File: src/rtl/llc_set_fetch.sv
// llc_set_fetch: issues set reads to the LLC tag/state/evict-way SRAMs and queues the
// returned set data in a credit-controlled FIFO whose head feeds the lookup stage.
module llc_set_fetch #(
    parameter int WAYS       = 16,
    parameter int WAY_BITS   = 4,
    parameter int TAG_BITS   = 15,
    parameter int STATE_BITS = 3,
    parameter int SET_BITS   = 9,
    parameter int RD_LAT     = 2,
    parameter int DEPTH      = 2
) (
    input  logic                           clk,
    input  logic                           rst,
    input  logic                           req_valid,
    input  logic [SET_BITS-1:0]            req_set,
    output logic                           req_ready,
    input  logic                           flush,
    output logic                           rd_en,
    output logic [SET_BITS-1:0]            rd_set,
    input  logic [WAYS*TAG_BITS-1:0]       rd_tags,
    input  logic [WAYS*STATE_BITS-1:0]     rd_states,
    input  logic [WAY_BITS-1:0]            rd_evict_way,
    input  logic                           fifo_pop_lookup,
    output logic                           fifo_empty_lookup,
    output logic [WAYS*TAG_BITS-1:0]       tags_buf,
    output logic [WAYS*STATE_BITS-1:0]     states_buf,
    output logic [WAY_BITS-1:0]            evict_way_buf,
    output logic [SET_BITS-1:0]            set_buf
);

    localparam int PTR_W  = $clog2(DEPTH);
    localparam int CNT_W  = $clog2(DEPTH) + 1;
    localparam int SUM_W  = CNT_W + 1;
    localparam int TW     = WAYS * TAG_BITS;
    localparam int SW     = WAYS * STATE_BITS;
    localparam int PIPE_W = RD_LAT * SET_BITS;
    localparam logic [SUM_W-1:0] DEPTH_S = SUM_W'(DEPTH);
    localparam logic [CNT_W-1:0] DEPTH_C = CNT_W'(DEPTH);

    logic [CNT_W-1:0]                 count_q, count_d;
    logic [CNT_W-1:0]                 inflight_q, inflight_d;
    logic [PTR_W-1:0]                 wptr_q, wptr_d;
    logic [PTR_W-1:0]                 rptr_q, rptr_d;
    logic [RD_LAT-1:0]                pipe_vld_q, pipe_vld_d;
    logic [RD_LAT-1:0][SET_BITS-1:0]  pipe_set_q, pipe_set_d;

    logic [TW-1:0]       tags_mem_q  [DEPTH];
    logic [SW-1:0]       states_mem_q[DEPTH];
    logic [WAY_BITS-1:0] evict_mem_q [DEPTH];
    logic [SET_BITS-1:0] set_mem_q   [DEPTH];

    logic accept;
    logic capture;
    logic pop;
    logic [SUM_W-1:0] credits_used;

    // Credits come from registered state only, so a pop frees its slot a cycle later.
    assign credits_used = {1'b0, count_q} + {1'b0, inflight_q};
    assign req_ready    = !flush && (credits_used < DEPTH_S);
    assign accept       = req_valid && req_ready;

    assign rd_en  = accept;
    assign rd_set = req_set;

    assign fifo_empty_lookup = (count_q == '0);
    assign capture           = pipe_vld_q[RD_LAT-1] && !flush;
    assign pop               = fifo_pop_lookup && !fifo_empty_lookup && !flush;

    assign tags_buf      = tags_mem_q[rptr_q];
    assign states_buf    = states_mem_q[rptr_q];
    assign evict_way_buf = evict_mem_q[rptr_q];
    assign set_buf       = set_mem_q[rptr_q];

    always_comb begin
        // Truncating cast shifts the new accept in at bit 0 and works for RD_LAT == 1.
        pipe_vld_d = RD_LAT'({pipe_vld_q, accept});
        pipe_set_d = PIPE_W'({pipe_set_q, req_set});
        count_d    = count_q + CNT_W'(capture) - CNT_W'(pop);
        inflight_d = inflight_q + CNT_W'(accept) - CNT_W'(capture);
        wptr_d     = capture ? wptr_q + PTR_W'(1) : wptr_q;
        rptr_d     = pop ? rptr_q + PTR_W'(1) : rptr_q;
        if (flush) begin
            pipe_vld_d = '0;
            count_d    = '0;
            inflight_d = '0;
            wptr_d     = '0;
            rptr_d     = '0;
        end
    end

    always_ff @(posedge clk or negedge rst) begin
        if (!rst) begin
            count_q    <= '0;
            inflight_q <= '0;
            wptr_q     <= '0;
            rptr_q     <= '0;
            pipe_vld_q <= '0;
            pipe_set_q <= '0;
        end else begin
            count_q    <= count_d;
            inflight_q <= inflight_d;
            wptr_q     <= wptr_d;
            rptr_q     <= rptr_d;
            pipe_vld_q <= pipe_vld_d;
            pipe_set_q <= pipe_set_d;
        end
    end

    always_ff @(posedge clk or negedge rst) begin
        if (!rst) begin
            for (int unsigned i = 0; i < DEPTH; i++) begin
                tags_mem_q[i]   <= '0;
                states_mem_q[i] <= '0;
                evict_mem_q[i]  <= '0;
                set_mem_q[i]    <= '0;
            end
        end else if (capture) begin
            tags_mem_q[wptr_q]   <= rd_tags;
            states_mem_q[wptr_q] <= rd_states;
            evict_mem_q[wptr_q]  <= rd_evict_way;
            set_mem_q[wptr_q]    <= pipe_set_q[RD_LAT-1];
        end
    end

    assert property (@(posedge clk) disable iff (!rst) count_q <= DEPTH_C)
        else $error("llc_set_fetch: FIFO count exceeds depth");

endmodule

File: config.mk
export PLATFORM = sky130hd
export DESIGN_NAME = llc_set_fetch
export DESIGN_NICKNAME = d
export VERILOG_FILES = /design/src/rtl/llc_set_fetch.sv
export SDC_FILE = /design/constraint.sdc
export NUM_CORES = 1
export LEC_CHECK = 0
export ABC_AREA = 1
export CAP_MARGIN = 15
export CORE_MARGIN = 5
export CORE_UTILIZATION = 46
export CTS_CLUSTER_DIAMETER = 60
export CTS_CLUSTER_SIZE = 25
export DETAILED_ROUTE_END_ITERATION = 8
export PLACE_DENSITY_LB_ADDON = 0.2
export RECOVER_POWER = 25
export SKIP_CTS_REPAIR_TIMING = 1
export SYNTH_ARGS = -nofsm -noshare
export SYNTH_HDL_FRONTEND = slang
export SYNTH_SLANG_ARGS = --single-unit
File: constraint.sdc
create_clock -name clk -period 1.48 [get_ports clk]
set_input_delay 0.296 -clock clk [delete_from_list [all_inputs] [get_ports clk]]
set_output_delay 0.296 -clock clk [all_outputs]
set_load 0.005 [all_outputs]
### After elaboration in Yosys (flattened, before gate mapping)

Index checks and enable logic that the tools add are counted.

| word-level totals | value |
|---|---|
| register bits | 628 |
| input bits | 306 |
| output and inout port bits | 313 |
| word-level logic and storage cells | 70 |

| operators by class | value |
|---|---|
| add/sub/neg operators | 7 |
| $lt $le $gt $ge | 4 |
| mux-type cells | 31 |
| bitwise logic cells | 2 |
| reductions and logical operators | 11 |

Operator list:

| kind | number |
|---|---|
| two-way mux 240 bit | 4 |
| bitwise mux 480 bit | 1 |
| demux 240 bit (select 1 bit) | 1 |
| two-way mux 48 bit | 4 |
| bitwise mux 96 bit | 1 |
| demux 48 bit (select 1 bit) | 1 |
| two-way mux 9 bit | 4 |
| bitwise mux 18 bit | 1 |
| two-way mux 4 bit | 4 |
| demux 9 bit (select 1 bit) | 1 |
| bitwise mux 8 bit | 1 |
| logical AND 1 bit | 6 |
| two-way mux 2 bit | 3 |
| adder 2 x 1 -> 2 bit | 2 |
| demux 4 bit (select 1 bit) | 1 |
| greater-or-equal comparator 2 bit, second input constant | 2 |
| two-way mux 1 bit | 4 |
| inverter 1 -> 2 bit | 2 |
| nonzero test 2 bit | 2 |
| subtractor 2 x 1 -> 2 bit | 2 |
| adder 2 x 2 -> 3 bit | 1 |
| less-than comparator 3 x 2 -> 1 bit, second input constant | 1 |
| adder 1 bit, second input constant | 2 |
| logical NOT 1 bit | 2 |
| other kinds (2) | 2 |

### Longest topological paths before layout

| depth | value |
|---|---|
| depth after elaboration | 7 |
| gate-level depth with buffers | 10 |

### Worst setup path before layout

No wires, ideal clock.

| timing | value |
|---|---|
| path type | flip-flop to flip-flop |
| from | reg count_q[0] |
| to | reg inflight_q[1] |
| setup time | 119 ps |
| data arrival time | 1690 ps |
| setup slack | -329 ps |
| cell stages (with the launch flop) | 10 |
| buffers on the path | 0 |
| period minus slack after synthesis | 1809 ps |
| cells stage by stage | dfrtp_1 nand2_1 inv_1 fa_1 nor3_1 and2_1 ha_1 nand3_1 nand2_1 nor2_1 |

| on the way | value |
|---|---|
| longest elaborated chain between the ends | 7 |

Ends and longest elaborated chain:

| element | RTL line | text |
|---|---|---|
| from (decl) | 40 | `logic [CNT_W-1:0] count_q, count_d;` |
| from (signal assigned) | 100 | `count_q <= count_d;` |
| adder 2 x 2 -> 3 bit | 58 | `assign credits_used = {1'b0, count_q} + {1'b0, inflight_q};` |
| less-than comparator 3 x 2 -> 1 bit | 59 | `assign req_ready = !flush && (credits_used < DEPTH_S);` |
| logical AND 1 bit | 59 |  |
| via req_ready | 16 | `output logic req_ready,` |
| logical AND 1 bit | 60 | `assign accept = req_valid && req_ready;` |
| via rd_en | 18 | `output logic rd_en,` |
| adder 2 x 1 -> 2 bit | 79 | `inflight_d = inflight_q + CNT_W'(accept) - CNT_W'(capture);` |
| subtractor 2 x 1 -> 2 bit | 79 |  |
| two-way mux 2 bit | 82 | `if (flush) begin` |
| via inflight_d[1] | 41 | `logic [CNT_W-1:0] inflight_q, inflight_d;` |
| to (signal assigned) | 101 | `inflight_q <= inflight_d;` |
| to (decl) | 41 |  |

The timed path passes the listed nets, and every way through them passes these cells.
A chain may end at the register's enable or synchronous reset.

### Final worst setup path

| timing | value |
|---|---|
| from | reg rptr_q |
| to | out tags_buf[27] |

| on the way | value |
|---|---|
| longest elaborated chain between the ends | 4 |

Ends and longest elaborated chain:

| element | RTL line | text |
|---|---|---|
| from (decl) | 43 | `logic [PTR_W-1:0] rptr_q, rptr_d;` |
| from (signal assigned) | 103 | `rptr_q <= rptr_d;` |
| inverter 1 -> 2 bit (not written as such) | 69 | `assign tags_buf = tags_mem_q[rptr_q];` |
| two-way mux 240 bit (not written as such) (3 in a row) | 69 |  |
| to (decl) | 25 | `output logic [WAYS*TAG_BITS-1:0] tags_buf,` |

No other way between the ends. The select of a mux whose other input is x is not followed.

==> impl_metrics.ini <==
[outcome]
status = finished with violations
violations = setup timing

[die]
die_x_um = 250.9
fp-row-count = 88
fp.dieH_um = 250.9
fp.dieArea_um2 = 62960
start_util_pct = 46.37
ios = 619
coreArea_um2 = 57590

[routing]
drc = 0
dr.pass1.iters = 5
wl_mm = 79.24
wl_per_cell_um = 16.76
ant_nets = 0
drt_iter0_markers = 1733
via_per_inst = 4.884
num_vias = 23090

[placed_design]
gp_congestion = 0.8230
dpl.hpwl_mm = 57.56
dpl_cell_area_um2 = 35100
pre_cts_ws_ps = -873.8
port-buffer-count = 618

[global_route]
grt_pass1_wl_mm = 123.5
overflow = 0
antenna_found_initial = 10
grt_max_degree = 79
grt_pass1_vias = 22520
track_usage_pct = 24.23

[run]
cap_viol_max_count = 0

[sta]
max_slew_margin_pct = 58.16
fmax_ghz = 0.3903
fin_crit_ps = 2562
skew_ps = 15.22
setup_viol = 657
rsz0062_at_grt = true
worst_pin_slew_ps = 627.5
hold_ws_ps = 269.5
postLayoutSetupSlackWorst_ps = -1082
maxSlewViolCount = 0
fin_crit_sh_pct = 173.1
hold_violations = 0

[critical_path]
cp_num_buf_inv = 4
critPathTopFamily = buffers and inverters
slowest_delay_ps = 560
critical_path_required_ps = 1180
slowest_stage = clkdlybuf4s50_1
end_kind = output pin
crit_arrival_ps = 2270
crit_path_cell_trace = clkinv_8 -> buf_12 -> buf_12 -> nand2_1 -> nand2_1 -> clkdlybuf4s50_1
path_max_fanout = 14
start_kind = register
timing_worst_setup_path_type = register to output pin

[power_and_ir_drop]
intPower_mw = 34.85
power_density_nw_per_um2 = 1369
share_comb_of_total_power_pct = 29.3
netSwitchingFraction_pct = 30.57
p_sw_mw = 15.35
power_mw = 50.19
seqPwrFrac_pct = 45.4
pwr-share-clk_pct = 25.3
irDropWorstVdd_mv = 1.086
leakage_nw = 19.09

[synthesis]
yosysTopAreaCell = dfrtp_1
yosysSeqAreaShare_pct = 58.86
netlist_area_um2 = 26700
netlist_instances = 3297
synth-seq-cells = 628
postSynthAreaPerCell_um2 = 8.098
synth_top_area_share_pct = 58.86
yosysWarnings = 0
synth_area_leaders = dfrtp_1 59%, nand2_1 21%, o21ai_0 11%, inv_1 4.5%, clkbuf_1 1.6%
yosysUniqueCellTypes = 20
synthesis.nets = 3608

[clocking]
cts_root_buf = clkbuf_16
cts-htree-levels = 2
clock_sinks = 628
clk_pin_slew_ps = 90
clk-insertion-delay-late_ps = 580
clock_path_buffers = 3
cts_tree = built
numCtsBuffers = 42

[layout]
area_growth_pct = 37.34
finish.instance_area_um2 = 36670
layout_common_cells = 1,501 x nand2_1, 627 x dfrtp_1, 573 x o21ai_0, 548 x clkdlybuf4s50_1, 316 x inv_1
drive_gt1_share_pct = 7.933
multiInputGateArea_um2 = 8979
nNetsFinal = 4236
num-fill-cells = 4945
seq_area_um2 = 15720
layout_commonest_cell = nand2_1
fin_util_pct = 63.68

[hold_path]
min_path_type = input pin to asynchronous set/reset pin
==> power groups by stage <==
stage / logic (mW) / registers, mW / clock network (mW)
after detailed placement: 15.0 / 23.0 / 0
final: 14.7 / 22.8 / 12.7
after CTS: 15.1 / 22.7 / 13.0
after floorplan: 5.85 / 22.6 / 0
after global routing: 16.3 / 23.2 / 13.7
after global placement: 14.8 / 22.9 / 0
==> stage by stage <==
step	TNS, ps	cells
after floorplan	-662.4	3297
after global placement	-424660	4637
after detailed placement	-423900	4637
after CTS	-333580	4714
after global routing	-371240	4727
final	-296550	4728
==> routing by layer <==
metal | vias up | wire [um] | GRT usage (%)
met5 | - | 55 | 0
met4 | 8 | 2599 | 7.875
met3 | 130 | 5141 | 5.080
met2 | 639 | 38420 | 40.23
met1 | 10950 | 33030 | 32.14
li1 | 11370 | - | -
==> Yosys cell counts <==
cell,count
nand4_1,1
nor2_1,6
nor3_1,1
nand3_1,4
buf_1,5
nand2_1,1516
o21ai_0,573
buf_2,77
dfrtp_1,628
nor2_4,1
nand2_2,2
ha_1,4
clkinv_1,1
and2_1,2
fa_1,1
o21ai_1,29
inv_1,318
clkbuf_1,116
a21oi_1,2
buf_4,10
==> registers in the layout, indices dropped and copies added (netlist names) <==
register,count
evict_mem_q,8
pipe_set_q,9
pipe_vld_q,2
tags_mem_q,480
rptr_q,1
count_q,2
wptr_q,1
set_mem_q,18
inflight_q,2
pipe_set_d,9
states_mem_q,96
==> worst reg2reg max path, stage by stage, from the launching register on <==
cell and delay, ps:
dfrtp_1 400, nand2_2 80, inv_2 40, fa_1 450, nor3_2 200, buf_4 170, and2_4 140, buf_4 130
ha_4 130, nand3_2 50, nand2_1 50, nor2_1 40
==> cells by family (layout without fill, tap and decap cells) <==
| logic type | after synthesis | in the layout | synth area share [%] |
|---|---|---|---|
| flip-flops | 628 | 628 | 58.86 |
| AO/OA/AOI/OAI | 604 | 604 | 11.32 |
| buffers and inverters | 527 | 1188 | 7.910 |
| other | 0 | 5 | 0 |
| AND/OR/NAND/NOR | 1533 | 1533 | 21.65 |
| adder cells (fa/ha/maj) | 5 | 5 | 0.2624 |
==> layout make-up <==
| class | count | share of cell area (%) |
|---|---|---|
| Sequential cell | 628 | 42.86 |
| Multi-Input combinational cell | 2142 | 24.48 |
| Timing Repair Buffer | 792 | 22.70 |
| Inverter | 319 | 3.299 |
| Clock buffer | 49 | 3.194 |
| Tap cell | 765 | 2.610 |
| Clock inverter | 28 | 0.8189 |
| Antenna cell | 5 | 0.03412 |
==> final timing paths <==
check	startpoint	to	slack [ps]	depth (start not counted)
min in group clk	rd_states[0]	states_mem_q[48]	280	3
hold / removal	rst	tags_mem_q[184]	270	2
setup / recovery	rptr_q	tags_buf[27]	-1080	6
max in group asynchronous	rst	tags_mem_q[363]	-30	4
setup reg to reg	count_q[0]	inflight_q[1]	-490	11
hold reg to reg	pipe_set_d[13]	pipe_set_q[13]	360	0
Power figures use the tool's default switching activity.
